<file path="config.mk">
export PLATFORM = sky130hd
export DESIGN_NAME = fetch_btb_predictor_flat
export DESIGN_NICKNAME = d
export VERILOG_FILES = /design/src/rtl/fetch_btb_if.sv /design/src/rtl/fetch_btb_predictor.sv /design/src/flat_wrapper.sv
export SDC_FILE = /design/constraint.sdc
export NUM_CORES = 1
export LEC_CHECK = 0
export ABC_AREA = 0
export CAP_MARGIN = 30
export CORE_MARGIN = 3
export CORE_UTILIZATION = 30
export DETAILED_ROUTE_END_ITERATION = 10
export PLACE_DENSITY_LB_ADDON = 0.08
export SYNTH_ARGS = -nofsm -noshare
export SYNTH_HDL_FRONTEND = slang
export SYNTH_SLANG_ARGS = --single-unit
</file>
<file path="constraint.sdc">
create_clock -name clk -period 3.5 [get_ports clk]
set_clock_uncertainty 0.2 [all_clocks]
set_input_delay 0.7 -clock clk [delete_from_list [all_inputs] [get_ports clk]]
set_output_delay 0.7 -clock clk [all_outputs]
set_load 0.03 [all_outputs]
</file>
<file path="src/rtl/fetch_btb_if.sv">
// Fetch/BTB bundle: fetch-stage outputs plus execute-stage branch resolution.
// Latency: none (wires only).
// Backpressure: stall_f holds fetch; resolution updates are never back-pressured.
interface fetch_btb_if;
    // Hazard unit hold request.
    logic        stall_f;

    // Branch resolution from execute.
    logic        upd_valid;
    logic [31:0] upd_pc;
    logic        upd_taken;
    logic [31:0] upd_target;
    logic        upd_mispredict;
    logic [31:0] upd_correct_pc;

    // Fetch-stage results toward the IF/ID register.
    logic [31:0] pc_f;
    logic [31:0] pcplus4_f;
    logic        branchfound_f;
    logic [31:0] pred_target_f;

    // Predictor side: consumes stall/resolution, produces fetch PC and prediction.
    modport slave (
        input  stall_f,
        input  upd_valid,
        input  upd_pc,
        input  upd_taken,
        input  upd_target,
        input  upd_mispredict,
        input  upd_correct_pc,
        output pc_f,
        output pcplus4_f,
        output branchfound_f,
        output pred_target_f
    );

    // Pipeline side: drives stall/resolution, observes fetch PC and prediction.
    modport master (
        output stall_f,
        output upd_valid,
        output upd_pc,
        output upd_taken,
        output upd_target,
        output upd_mispredict,
        output upd_correct_pc,
        input  pc_f,
        input  pcplus4_f,
        input  branchfound_f,
        input  pred_target_f
    );
endinterface

</file>
<file path="src/rtl/fetch_btb_predictor.sv">
// Fetch PC generator with a direct-mapped BTB and 2-bit saturating direction counters.
// Latency: prediction is combinational on pc_f; redirects and predicted targets land next cycle.
// Backpressure: stall_f holds pc_f unless a mispredict redirect arrives; BTB updates ignore stall.
module fetch_btb_predictor #(
    parameter int          ENTRIES  = 16,
    parameter int          IDX_W    = 4,
    parameter logic [31:0] RESET_PC = 32'h0
) (
    input  logic       clk,
    input  logic       reset,
    fetch_btb_if.slave bus
);

    localparam int TAG_W = 32 - IDX_W - 2;

    // Counter encoding: 00 strong-NT, 01 weak-NT, 10 weak-T, 11 strong-T.
    localparam logic [1:0] CTR_RESET = 2'b01;
    localparam logic [1:0] CTR_ALLOC = 2'b10;
    localparam logic [1:0] CTR_MAX   = 2'b11;
    localparam logic [1:0] CTR_MIN   = 2'b00;

    // Saturating step of a direction counter toward the resolved outcome.
    function automatic logic [1:0] ctr_step(input logic [1:0] ctr, input logic taken);
        logic [1:0] res;
        res = ctr;
        if (taken) begin
            if (ctr != CTR_MAX) res = ctr + 2'd1;
        end else begin
            if (ctr != CTR_MIN) res = ctr - 2'd1;
        end
        return res;
    endfunction

    // Index and tag extraction; the two byte-offset bits never take part.
    function automatic logic [IDX_W-1:0] pc_idx(input logic [31:0] pc);
        return pc[IDX_W+1:2];
    endfunction

    function automatic logic [TAG_W-1:0] pc_tag(input logic [31:0] pc);
        return pc[31:IDX_W+2];
    endfunction

    // ------------------------------------------------------------------
    // State
    // ------------------------------------------------------------------
    logic [31:0]      pc_q;
    logic [31:0]      pc_d;

    logic             valid_q [ENTRIES];
    logic [1:0]       ctr_q   [ENTRIES];
    logic [TAG_W-1:0] tag_q   [ENTRIES];
    logic [31:0]      tgt_q   [ENTRIES];

    // ------------------------------------------------------------------
    // Fetch-side lookup
    // ------------------------------------------------------------------
    logic [IDX_W-1:0] f_idx;
    logic [TAG_W-1:0] f_tag;
    logic             f_hit;
    logic             f_taken;
    logic [31:0]      f_pcplus4;

    assign f_idx     = pc_idx(pc_q);
    assign f_tag     = pc_tag(pc_q);
    assign f_hit     = valid_q[f_idx] && (tag_q[f_idx] == f_tag);
    assign f_taken   = f_hit && ctr_q[f_idx][1];
    assign f_pcplus4 = pc_q + 32'd4;

    // ------------------------------------------------------------------
    // Update-side decode
    // ------------------------------------------------------------------
    logic [IDX_W-1:0] u_idx;
    logic [TAG_W-1:0] u_tag;
    logic             u_hit;
    logic             u_alloc;
    logic             u_ctr_we;
    logic             u_tgt_we;
    logic [1:0]       u_ctr_d;
    logic             redirect;

    // Byte-offset bits of the resolved PC carry no BTB information.
    logic [1:0]       unused_upd_pc_lsbs;
    assign unused_upd_pc_lsbs = bus.upd_pc[1:0];

    assign u_idx    = pc_idx(bus.upd_pc);
    assign u_tag    = pc_tag(bus.upd_pc);
    assign redirect = bus.upd_valid && bus.upd_mispredict;

    // Decide whether the resolved branch trains an existing entry or claims the slot.
    always_comb begin
        u_hit    = 1'b0;
        u_alloc  = 1'b0;
        u_ctr_we = 1'b0;
        u_tgt_we = 1'b0;
        u_ctr_d  = ctr_q[u_idx];
        if (bus.upd_valid) begin
            u_hit = valid_q[u_idx] && (tag_q[u_idx] == u_tag);
            if (u_hit) begin
                u_ctr_we = 1'b1;
                u_tgt_we = bus.upd_taken;
                u_ctr_d  = ctr_step(ctr_q[u_idx], bus.upd_taken);
            end else if (bus.upd_taken) begin
                // Replacement: the new branch evicts whatever lived at this index.
                u_alloc  = 1'b1;
                u_ctr_we = 1'b1;
                u_tgt_we = 1'b1;
                u_ctr_d  = CTR_ALLOC;
            end
        end
    end

    // Next fetch PC: mispredict redirect beats stall, stall beats prediction.
    always_comb begin
        pc_d = f_pcplus4;
        if (redirect) begin
            pc_d = bus.upd_correct_pc;
        end else if (bus.stall_f) begin
            pc_d = pc_q;
        end else if (f_taken) begin
            pc_d = tgt_q[f_idx];
        end
    end

    // PC register; reset takes effect immediately, not at the next edge.
    always_ff @(posedge clk or posedge reset) begin
        if (reset) begin
            pc_q <= RESET_PC;
        end else begin
            pc_q <= pc_d;
        end
    end

    // Valid bits and counters; lookup reads pre-update values, writes land next cycle.
    always_ff @(posedge clk or posedge reset) begin
        if (reset) begin
            for (int i = 0; i < ENTRIES; i++) begin
                valid_q[i] <= 1'b0;
                ctr_q[i]   <= CTR_RESET;
            end
        end else begin
            if (u_alloc) begin
                valid_q[u_idx] <= 1'b1;
            end
            if (u_ctr_we) begin
                ctr_q[u_idx] <= u_ctr_d;
            end
        end
    end

    // Tags and targets are qualified by valid, so they need no reset.
    always_ff @(posedge clk) begin
        if (u_alloc) begin
            tag_q[u_idx] <= u_tag;
        end
        if (u_tgt_we) begin
            tgt_q[u_idx] <= bus.upd_target;
        end
    end

    // ------------------------------------------------------------------
    // Outputs
    // ------------------------------------------------------------------
    assign bus.pc_f          = pc_q;
    assign bus.pcplus4_f     = f_pcplus4;
    assign bus.branchfound_f = f_taken;
    assign bus.pred_target_f = tgt_q[f_idx];

endmodule

</file>
<file path="src/flat_wrapper.sv">
// flat-port wrapper written by rule: the top's interface ports become plain ports
module fetch_btb_predictor_flat 
#(
    parameter int          ENTRIES  = 16,
    parameter int          IDX_W    = 4,
    parameter logic [31:0] RESET_PC = 32'h0
)
  (clk, reset, bus_stall_f, bus_upd_valid, bus_upd_pc, bus_upd_taken, bus_upd_target, bus_upd_mispredict, bus_upd_correct_pc, bus_pc_f, bus_pcplus4_f, bus_branchfound_f, bus_pred_target_f);
  fetch_btb_if bus_i ();
  input  logic clk;
  input  logic reset;
  input wire logic [$bits(bus_i.stall_f)-1:0] bus_stall_f;
  input wire logic [$bits(bus_i.upd_valid)-1:0] bus_upd_valid;
  input wire logic [$bits(bus_i.upd_pc)-1:0] bus_upd_pc;
  input wire logic [$bits(bus_i.upd_taken)-1:0] bus_upd_taken;
  input wire logic [$bits(bus_i.upd_target)-1:0] bus_upd_target;
  input wire logic [$bits(bus_i.upd_mispredict)-1:0] bus_upd_mispredict;
  input wire logic [$bits(bus_i.upd_correct_pc)-1:0] bus_upd_correct_pc;
  output wire logic [$bits(bus_i.pc_f)-1:0] bus_pc_f;
  output wire logic [$bits(bus_i.pcplus4_f)-1:0] bus_pcplus4_f;
  output wire logic [$bits(bus_i.branchfound_f)-1:0] bus_branchfound_f;
  output wire logic [$bits(bus_i.pred_target_f)-1:0] bus_pred_target_f;
  assign bus_i.stall_f = bus_stall_f;
  assign bus_i.upd_valid = bus_upd_valid;
  assign bus_i.upd_pc = bus_upd_pc;
  assign bus_i.upd_taken = bus_upd_taken;
  assign bus_i.upd_target = bus_upd_target;
  assign bus_i.upd_mispredict = bus_upd_mispredict;
  assign bus_i.upd_correct_pc = bus_upd_correct_pc;
  assign bus_pc_f = bus_i.pc_f;
  assign bus_pcplus4_f = bus_i.pcplus4_f;
  assign bus_branchfound_f = bus_i.branchfound_f;
  assign bus_pred_target_f = bus_i.pred_target_f;
  fetch_btb_predictor #(.ENTRIES(ENTRIES), .IDX_W(IDX_W), .RESET_PC(RESET_PC)) u_core (.clk(clk), .reset(reset), .bus(bus_i));
endmodule
</file>
==> results.cfg, run 1 <==
[synthesis]
ys_warn_count = 0
syn_area_um2 = 44600
synth_top_family_by_area = multiplexers
netlist.top_cell.by_area = edfxtp_1
netlist_top_cells_count = 928 x edfxtp_1, 348 x mux4_2, 125 x mux2i_1
synth_edf_count = 928
synth_fa_ha_area_share_pct = 0.0281
synth.distinct_cells = 70
yosysSeqAreaShare_pct = 67.0
synth_nets = 2493
syn_avg_cell_area_um2 = 18.7
synth_compound_area_share_pct = 3.77
muxShareOfSynthArea_pct = 22.1
yosys.area_share.simple_pct = 3.55
synth_cells = 2390
synth_xor_area_share_pct = 1.49
synth_top_area_share_pct = 62.5
synth.most_common_cell = edfxtp_1
async_flop_share_pct = 7.94
ys_ff_latch = 1008
synth_ff_type = edfxtp_1
post_synth_main_area_contributors = edfxtp_1 62%, mux4_2 18%, dfrtp_1 3.6%, mux2i_1 2.8%, mux2_2 1.7%

[grt]
gr-usage-all-layers_pct = 22.0
antenna_found_initial = 8
grt_pass1_vias = 29100
grt_overflow_total = 0
grt_pass1_wl_um = 236000
grt_max_degree = 53

[outcome]
violations = negative setup slack
status = finished with violations

[clock_network]
holdBufCountCts = 0
clock_sinks = 1008
cts-buffers-inserted = 115
h-tree-depth = 3
clk_latency_ps = 760
clock_path_buffers = 3
clkSlewWorstSetupHoldPaths_ps = 60
cts_tree = done
cts_root_buf = clkbuf_16

[cells_and_area]
final_layout_size_suffix_gt1_share_pct = 46.2
seq_area_um2 = 29900
nets = 3316
finalInstanceArea_um2 = 60600
synthToLayoutAreaGrowth_pct = 36.0
multiInputGateArea_um2 = 15200
fillerInstances = 13100
fin_util_pct = 41.4

[sta]
tns_ps = -183370
tightest_slew_ps = 695
period_share_pct = 145
fmax_mhz = 197
rsz0062_at_grt = yes
final_max_slew_viol_count = 0
setup_ws_ps = -1580
slew-limit-headroom_pct = 53.7
finalSetupViolations = 560
post-route-min-period_ps = 5080
hold_viol = 0

[floorplan]
die_y_um = 392
fp.dieArea_um2 = 153000
pin_count = 199
die_w_um = 392
start_util_pct = 30.4
core_um2 = 147000
row_count = 140

[setup_path]
critPathMaxStageDelay_ps = 660
critPathKind = reg -> out
worstPathRequired_ps = 2600
crit_path_top_delay_cell = mux4_2
critPathArrivalTime_ps = 4180
crit_path_cell_trace = buf_8, buf_12, mux4_2, mux4_2, xor2_2, nor4_4, nand4_1, buf_4, nor4b_4, buf_6, buf_12
end_kind = primary output
startpoint_type = flop
crit_fanout = 8

[job]
maxCapViolCount = 0

[routing]
routedWlPerCell_um = 32.9
dr.pass1.iters = 5
ant_nets = 0
vias = 28100
drt-total-wl_um = 172000
via_per_inst = 5.38
drc = 0
drt_iter0_markers = 2596

[pwr]
irDropWorstVdd_v = 0.000498
p_total_w = 0.0354
powerDensity_nw_per_um2 = 583
leakage_nw = 21.0

[min_path]
hp-class = in -> async

[placement]
dp_hpwl_um = 117000
place.gp.congestion = 0.895
dpl-instance-area_um2 = 54400
portBuffers = 196
post-place-ws_ps = -1320
-- layout make-up --
type	count	area share, %
tap	1917	3.96
clock buffer	149	5.12
clock inverter	63	1.10
multi-input combinational	1191	25.0
sequential	1008	49.3
timing repair buffer	867	15.3
inverter	30	0.202
antenna	1	0.00413
-- what timing repair did --
item | CTS | global route
setup endpoints to repair | 560 | 560
endpoints found under the hold margin | 0 | 0
cloned | 6 | 16
resized for setup | 103 | 192
setup buffers | 19 | 51
pin swaps | 29 | 33
-- logic make-up (layout without fill, tap and decap cells) --
kind of cell / count (synthesis) / after routing
buf+inv: 191 / 1109
compound gates: 255 / 255
xor+xnor: 76 / 76
other cells: 0 / 1
flops: 1008 / 1008
simple gates: 319 / 319
fa+ha+maj: 1 / 1
mux: 540 / 540
-- layer usage --
| layer | track usage, % | share of wire [%] | vias up |
|---|---|---|---|
| met1 | 31.0 | 44 | 15200 |
| met5 | 0 | 0.028 | - |
| met2 | 35.9 | 48 | 1039 |
| li1 | - | - | 11600 |
| met4 | 5.00 | 2.2 | 6 |
| met3 | 3.73 | 6.0 | 224 |
-- state kept, by name, indices dropped and copies added, names as in the netlist --
name             count
u_core.valid_q      16
u_core.bus.pc_f     32
u_core.tag_q       416
u_core.ctr_q        32
u_core.tgt_q       512
-- final timing paths --
check | endpoint | cells past startpoint | startpoint | slack (ps)
min | u_core.ctr_q[9] | 2 | reset | 190
max reg2reg | u_core.bus.pc_f[18] | 13 | u_core.bus.pc_f[2] | -880
max in group asynchronous | u_core.ctr_q[4] | 3 | reset | 2200
max | bus_branchfound_f | 11 | u_core.bus.pc_f[2] | -1580
min in group clk | u_core.bus.pc_f[16] | 3 | bus_stall_f | 260
min reg2reg | u_core.valid_q[6] | 1 | u_core.valid_q[6] | 320
-- placed cells by master, fill, tap and decap left out, drive strengths merged, types with 51 or more instances in the layout --
| master | instances |
|---|---|
| mux2i | 125 |
| clkbuf | 163 |
| buf | 724 |
| edfxtp | 928 |
| nor2 | 73 |
| clkinv | 51 |
| dfrtp | 64 |
| clkdlybuf4s50 | 128 |
| mux2 | 67 |
| nand2 | 83 |
| mux4 | 348 |
| o21ai | 65 |
-- report_power, final --
group | switching (W) | internal (W)
combinational | 0.00517 | 0.00447
sequential | 0.000271 | 0.0134
clock | 0.00514 | 0.00687
total | 0.0106 | 0.0248
-- per-stage QoR --
stage               hold slack [ps]  std cells
detailed placement              304       4929
floorplan                       260       2390
finish                          189       5226
global placement                295       4928
CTS                             169       5166
global route                    216       5225
-- worst max-delay path, delay by kind of cell (launching register included) --
family        cells  cell delay (ps)
mux               2             1170
buf+inv           5              770
simple gates      3              740
flops             1              480
xor+xnor          1              220
No activity file was read; power rests on OpenSTA's default activity.
==> run 2, diff against run 1 <==
--- a/config.mk
+++ b/config.mk
@@ -12,4 +12,5 @@
 export DETAILED_ROUTE_END_ITERATION = 10
 export PLACE_DENSITY_LB_ADDON = 0.08
+export RECOVER_POWER = 25
 export SYNTH_ARGS = -nofsm -noshare
 export SYNTH_HDL_FRONTEND = slang
==> constraint.sdc (replaced) <==
create_clock -name clk -period 3.5 [get_ports clk]
set_clock_uncertainty 0.2 [all_clocks]
set_input_delay 0.7 -clock clk [delete_from_list [all_inputs] [get_ports clk]]
set_output_delay 0.7 -clock clk [all_outputs]
set_load 0.01 [all_outputs]
==> results.cfg, run 2 (synthesis gave the netlist of run 1 again) <==
[outcome]
status = finished with violations
violations = max-capacitance violations, max-slew violations, negative setup slack

[cells_and_area]
largest_registers = u_core.tgt_q (512), u_core.tag_q (416)
fin_util_pct = 42.6
fillerInstances = 13000
top_register = u_core.tgt_q
nets = 3498
final_layout_size_suffix_gt1_share_pct = 48.6
final_cell_mix = 928 x edfxtp_1, 594 x buf_4, 348 x mux4_2
synthToLayoutAreaGrowth_pct = 40.0
layout_commonest_cell = edfxtp_1
largest_reg_flops = 512

[floorplan]
die_y_um = 392
die_w_um = 392
pin_count = 199
row_count = 140
start_util_pct = 30.4
core_um2 = 147000
fp.dieArea_um2 = 153000

[pwr]
intPower_w = 0.0256
power_frac_clock_pct = 35.6
powerDensity_nw_per_um2 = 573
p_comb_share_pct = 26.2
leakage_nw = 22.0
seqPwrFrac_pct = 38.2
swShare_pct = 28.5
irDropWorstVdd_v = 0.000411
netSwitchingPower_w = 0.0102

[sta]
slew-limit-headroom_pct = -59.6
period_share_pct = 139
rsz0062_at_grt = yes
setup_ws_ps = -1370
fmax_mhz = 205
post-route-min-period_ps = 4870
tightest_slew_ps = 2380
hold_slack_ps = 309
hold_viol = 0
final_max_slew_viol_count = 37
finalSetupViolations = 559

[grt]
grt_overflow_total = 0
grt_max_degree = 38
gr-usage-all-layers_pct = 22.9
grt_pass1_vias = 30000
antenna_found_initial = 12
grt_pass1_wl_um = 244000

[routing]
drt-total-wl_um = 176000
dr.pass1.iters = 6
vias = 28900
drc = 0
routedWlPerCell_um = 32.6
drt_iter0_markers = 2469
via_per_inst = 5.34
ant_nets = 0

[setup_path]
crit_top_cell = buf_12
crit_path_top_delay_cell = mux4_2
r2r-end = u_core.bus.pc_f[25]
cp_top_family = buffers and inverters
cp-endpoint = bus_branchfound_f
critPathKind = reg -> out
critPathMaxStageDelay_ps = 540
r2r_setup_slack_ps = -1010
worstPathRequired_ps = 2600
r2r_start = u_core.bus.pc_f[2]
crit_buf_inv = 6
crit_fanout = 8
critPathArrivalTime_ps = 3970
worstSetupPathDepth = 13
reg2regPathDepth = 23
crit_start = u_core.bus.pc_f[2]
end_kind = primary output
crit_path_cell_trace = buf_12, buf_12, buf_12, mux4_2, mux2i_4, mux2i_4, xor2_2, a2111oi_4, nand4_1, buf_4, nor4b_4, buf_6, buf_6
startpoint_type = flop

[clock_network]
cts-buffers-inserted = 116
cts_root_buf = clkbuf_16
h-tree-depth = 3
cts_tree = done
holdBufCountCts = 0
clock_sinks = 1008
clk_latency_ps = 770
clock_path_buffers = 3
clkSlewWorstSetupHoldPaths_ps = 60

[placement]
place.gp.congestion = 0.891
dp_hpwl_um = 120000
post-place-ws_ps = -1590
portBuffers = 196

[job]
maxCapViolCount = 1

[min_path]
hp-class = reg -> reg
run 2: cell count changes in the layout (fill, tap and decap cells not counted), moves of 27 or more:
cell,previous run,this run
buf_6,62,123
clkdlybuf4s50_1,128,101
buf_4,510,594
mux2_4,0,28
dlygate4sd3_1,0,29
mux2_2,67,39
run 2: power by group through the flow:
stage | Combinational, W | Sequential, W | Clock (W)
after floorplan | 0.00361 | 0.0138 | 0
after global placement | 0.00793 | 0.0139 | 0
after detailed placement | 0.00793 | 0.0139 | 0
after CTS | 0.00907 | 0.0137 | 0.0130
after global routing | 0.00977 | 0.0137 | 0.0135
final | 0.00935 | 0.0137 | 0.0127
run 2: repair_timing:
action | CTS | global route
setup buffers | 119 | 62
setup endpoints to repair | 560 | 557
gates resized for setup | 533 | 151
cloned | 17 | 3
pin swaps | 43 | 47
run 2: layout make-up:
class / count / area [um^2] / share of cell area, %
inverter: 30 / 123 / 0.196
clock buffer: 146 / 3190 / 5.11
clock inverter: 72 / 888 / 1.42
antenna: 3 / 7.51 / 0.0120
tap: 1917 / 2400 / 3.84
sequential: 1008 / 29900 / 47.9
timing repair buffer: 1046 / 10600 / 17.0
multi-input combinational: 1193 / 15300 / 24.5
run 2: worst reg2reg max path, stage by stage (launching register included):
cell and delay, ps:
dfrtp_4 470, buf_12 180, buf_4 180, mux4_2 570
xor2_1 420, a22o_1 230, a221oi_2 40, a21oi_1 210
nor4_2 80, buf_4 140, nor4b_4 120, buf_6 150
buf_4 130, buf_6 100, buf_6 100, buf_6 100
buf_6 100, buf_6 100, buf_6 100, buf_6 100
buf_6 100, buf_6 110, a311o_1 280, a21oi_2 130
run 2: worst min-delay path by stage:
stage / endpoint / startpoint / slack (ps) / cells past startpoint
after floorplan: u_core.valid_q[6] / u_core.valid_q[6] / 260 / 1
after CTS: u_core.bus.pc_f[24] / reset / 150 / 2
final: u_core.valid_q[9] / u_core.valid_q[9] / 310 / 1
after global placement: u_core.valid_q[10] / u_core.valid_q[10] / 290 / 1
after detailed placement: u_core.valid_q[9] / u_core.valid_q[9] / 290 / 1
after global routing: u_core.bus.pc_f[16] / bus_stall_f / 290 / 3
run 2: per-stage QoR:
step | instances | TNS [ps] | instance area, um^2 | total power [W]
6_report | 5415 | -306540 | 62400 | 0.0357
3_5_place_dp | 5009 | -638880 | 54900 | 0.0218
2_1_floorplan | 2390 | -83720 | 45400 | 0.0174
3_3_place_gp | 5009 | -661680 | 54900 | 0.0218
4_1_cts | 5355 | -166250 | 61400 | 0.0357
5_1_grt | 5413 | -375930 | 62400 | 0.0370
run 2: per-layer routing:
| layer | vias to the layer above | wire length [um] | GRT usage [%] |
|---|---|---|---|
| li1 | 11900 | - | - |
| met1 | 15600 | 75300 | 31.3 |
| met2 | 1154 | 85800 | 38.3 |
| met3 | 227 | 10600 | 3.91 |
| met4 | 6 | 4830 | 5.02 |
| met5 | - | 30 | 0 |
==> run 3, diff against run 2 <==
Clock period 3.5 ns to 5 ns, I/O delays scaled along.
==> results.cfg, run 3 (synthesis gave the netlist of run 1 again) <==
[placement]
dp_hpwl_um = 110000
place.gp.congestion = 0.896
portBuffers = 196
dp_cells = 4683

[floorplan]
core_um2 = 147000
row_count = 140
die_w_um = 392
fp.dieArea_um2 = 153000
die_y_um = 392
start_util_pct = 30.4
pin_count = 199

[sta]
fmax_mhz = 189
finalSetupViolations = 1
final_max_slew_viol_count = 55
tns_ps = -286
tightest_slew_ps = 3020
post-route-min-period_ps = 5290
setup_ws_ps = -286
slew-limit-headroom_pct = -102
hold_viol = 0
rsz0062_at_grt = yes
period_share_pct = 106

[setup_path]
startpoint_type = flop
end_kind = primary output
critPathKind = reg -> out
critPathArrivalTime_ps = 4090
worstPathRequired_ps = 3800
crit_fanout = 7

[clock_network]
clock_path_buffers = 3
holdBufCountCts = 0
cts-buffers-inserted = 115
h-tree-depth = 3
cts_root_buf = clkbuf_16
clkSlewWorstSetupHoldPaths_ps = 60
clock_sinks = 1008
cts_tree = done
clk_latency_ps = 750

[cells_and_area]
nets = 3052
synthToLayoutAreaGrowth_pct = 28.2
final_cell_mix = 928 x edfxtp_1, 348 x mux4_2, 295 x buf_4
layout_commonest_cell = edfxtp_1
largest_registers = u_core.tgt_q (512), u_core.tag_q (416)
largest_reg_flops = 512
final_layout_size_suffix_gt1_share_pct = 36.8
fillerInstances = 13300
instances_no_fill = 4978
top_register = u_core.tgt_q

[routing]
vias = 26600
ant_nets = 0
dr.pass1.iters = 5
drt-total-wl_um = 164000
routedWlPerCell_um = 33.0
drc = 0
via_per_inst = 5.35
drt_iter0_markers = 2395

[outcome]
status = finished with violations
violations = max-capacitance violations, max-slew violations, negative setup slack

[grt]
gr-usage-all-layers_pct = 21.4
antenna_found_initial = 17
grt_max_degree = 55
grt_pass1_vias = 27800
grt_overflow_total = 0
grt_pass1_wl_um = 228000

[min_path]
hp-class = reg -> reg

[pwr]
p_total_w = 0.0237
irDropWorstVdd_v = 0.000325
powerDensity_nw_per_um2 = 415
leakage_nw = 19.4

[job]
maxCapViolCount = 1
## run 3: power breakdown
part	switching [W]	internal, W
clock network	0.00358	0.00526
registers	0.000176	0.00941
logic	0.00292	0.00239
## run 3: cell type report
type                            instances  area [um^2]  area share (%)
Timing Repair Buffer                  603         6240            10.9
Inverter                               30          120           0.210
Antenna cell                           10         25.0          0.0438
Multi-Input combinational cell       1191        14500            25.3
Clock inverter                         73          916            1.60
Clock buffer                          146         3080            5.40
Tap cell                             1917         2400            4.20
Sequential cell                      1008        29900            52.3
## run 3: critical path: stages, from the launching register on
cell and delay, ps:
dfrtp_4 420, buf_12 180, buf_16 190, buf_12 140
mux4_2 590, nand2_2 120, o211ai_1 200, a2111oi_2 450
buf_4 170, nand4_1 150, nor4b_4 410, buf_4 210
buf_6 110
## run 3: per-layer routing
layer	share of wire [%]	vias to the layer above	global-route usage, %
li1	-	11000	-
met1	43	14400	29.6
met2	48	940	34.9
met3	6.4	196	4.48
met4	2.0	6	4.42
met5	0.021	-	0
## run 3: worst paths after layout
kind | to | cells past startpoint | startpoint | slack (ps)
min in group asynchronous | u_core.ctr_q[15] | 2 | reset | 1380
setup / recovery | bus_branchfound_f | 12 | u_core.bus.pc_f[2] | -290
hold / removal | u_core.valid_q[15] | 1 | u_core.valid_q[15] | 300
hold reg to reg | u_core.valid_q[15] | 1 | u_core.valid_q[15] | 300
setup reg to reg | u_core.bus.pc_f[2] | 15 | u_core.bus.pc_f[2] | 210
max in group asynchronous | u_core.bus.pc_f[3] | 2 | reset | 1530
## run 3: what timing repair did
item / 4_1_cts / 5_1_grt
endpoints found under the setup margin: 48 / 66
gates resized for setup: 93 / 74
pin swaps: 19 / 20
buffers inserted: 28 / 31
gates cloned: 6 / 1
hold endpoints to repair: 0 / 0
## run 3: per-stage QoR
stage	setup WS [ps]	hold WS, ps	util (%)	area [um^2]
after floorplan	48.0	260	-	44600
after global placement	-709	283	35.4	52000
after detailed placement	-729	288	35.5	52000
after CTS	-299	302	38.7	56700
after global routing	-407	327	39.0	57100
final	-286	300	39.0	57100
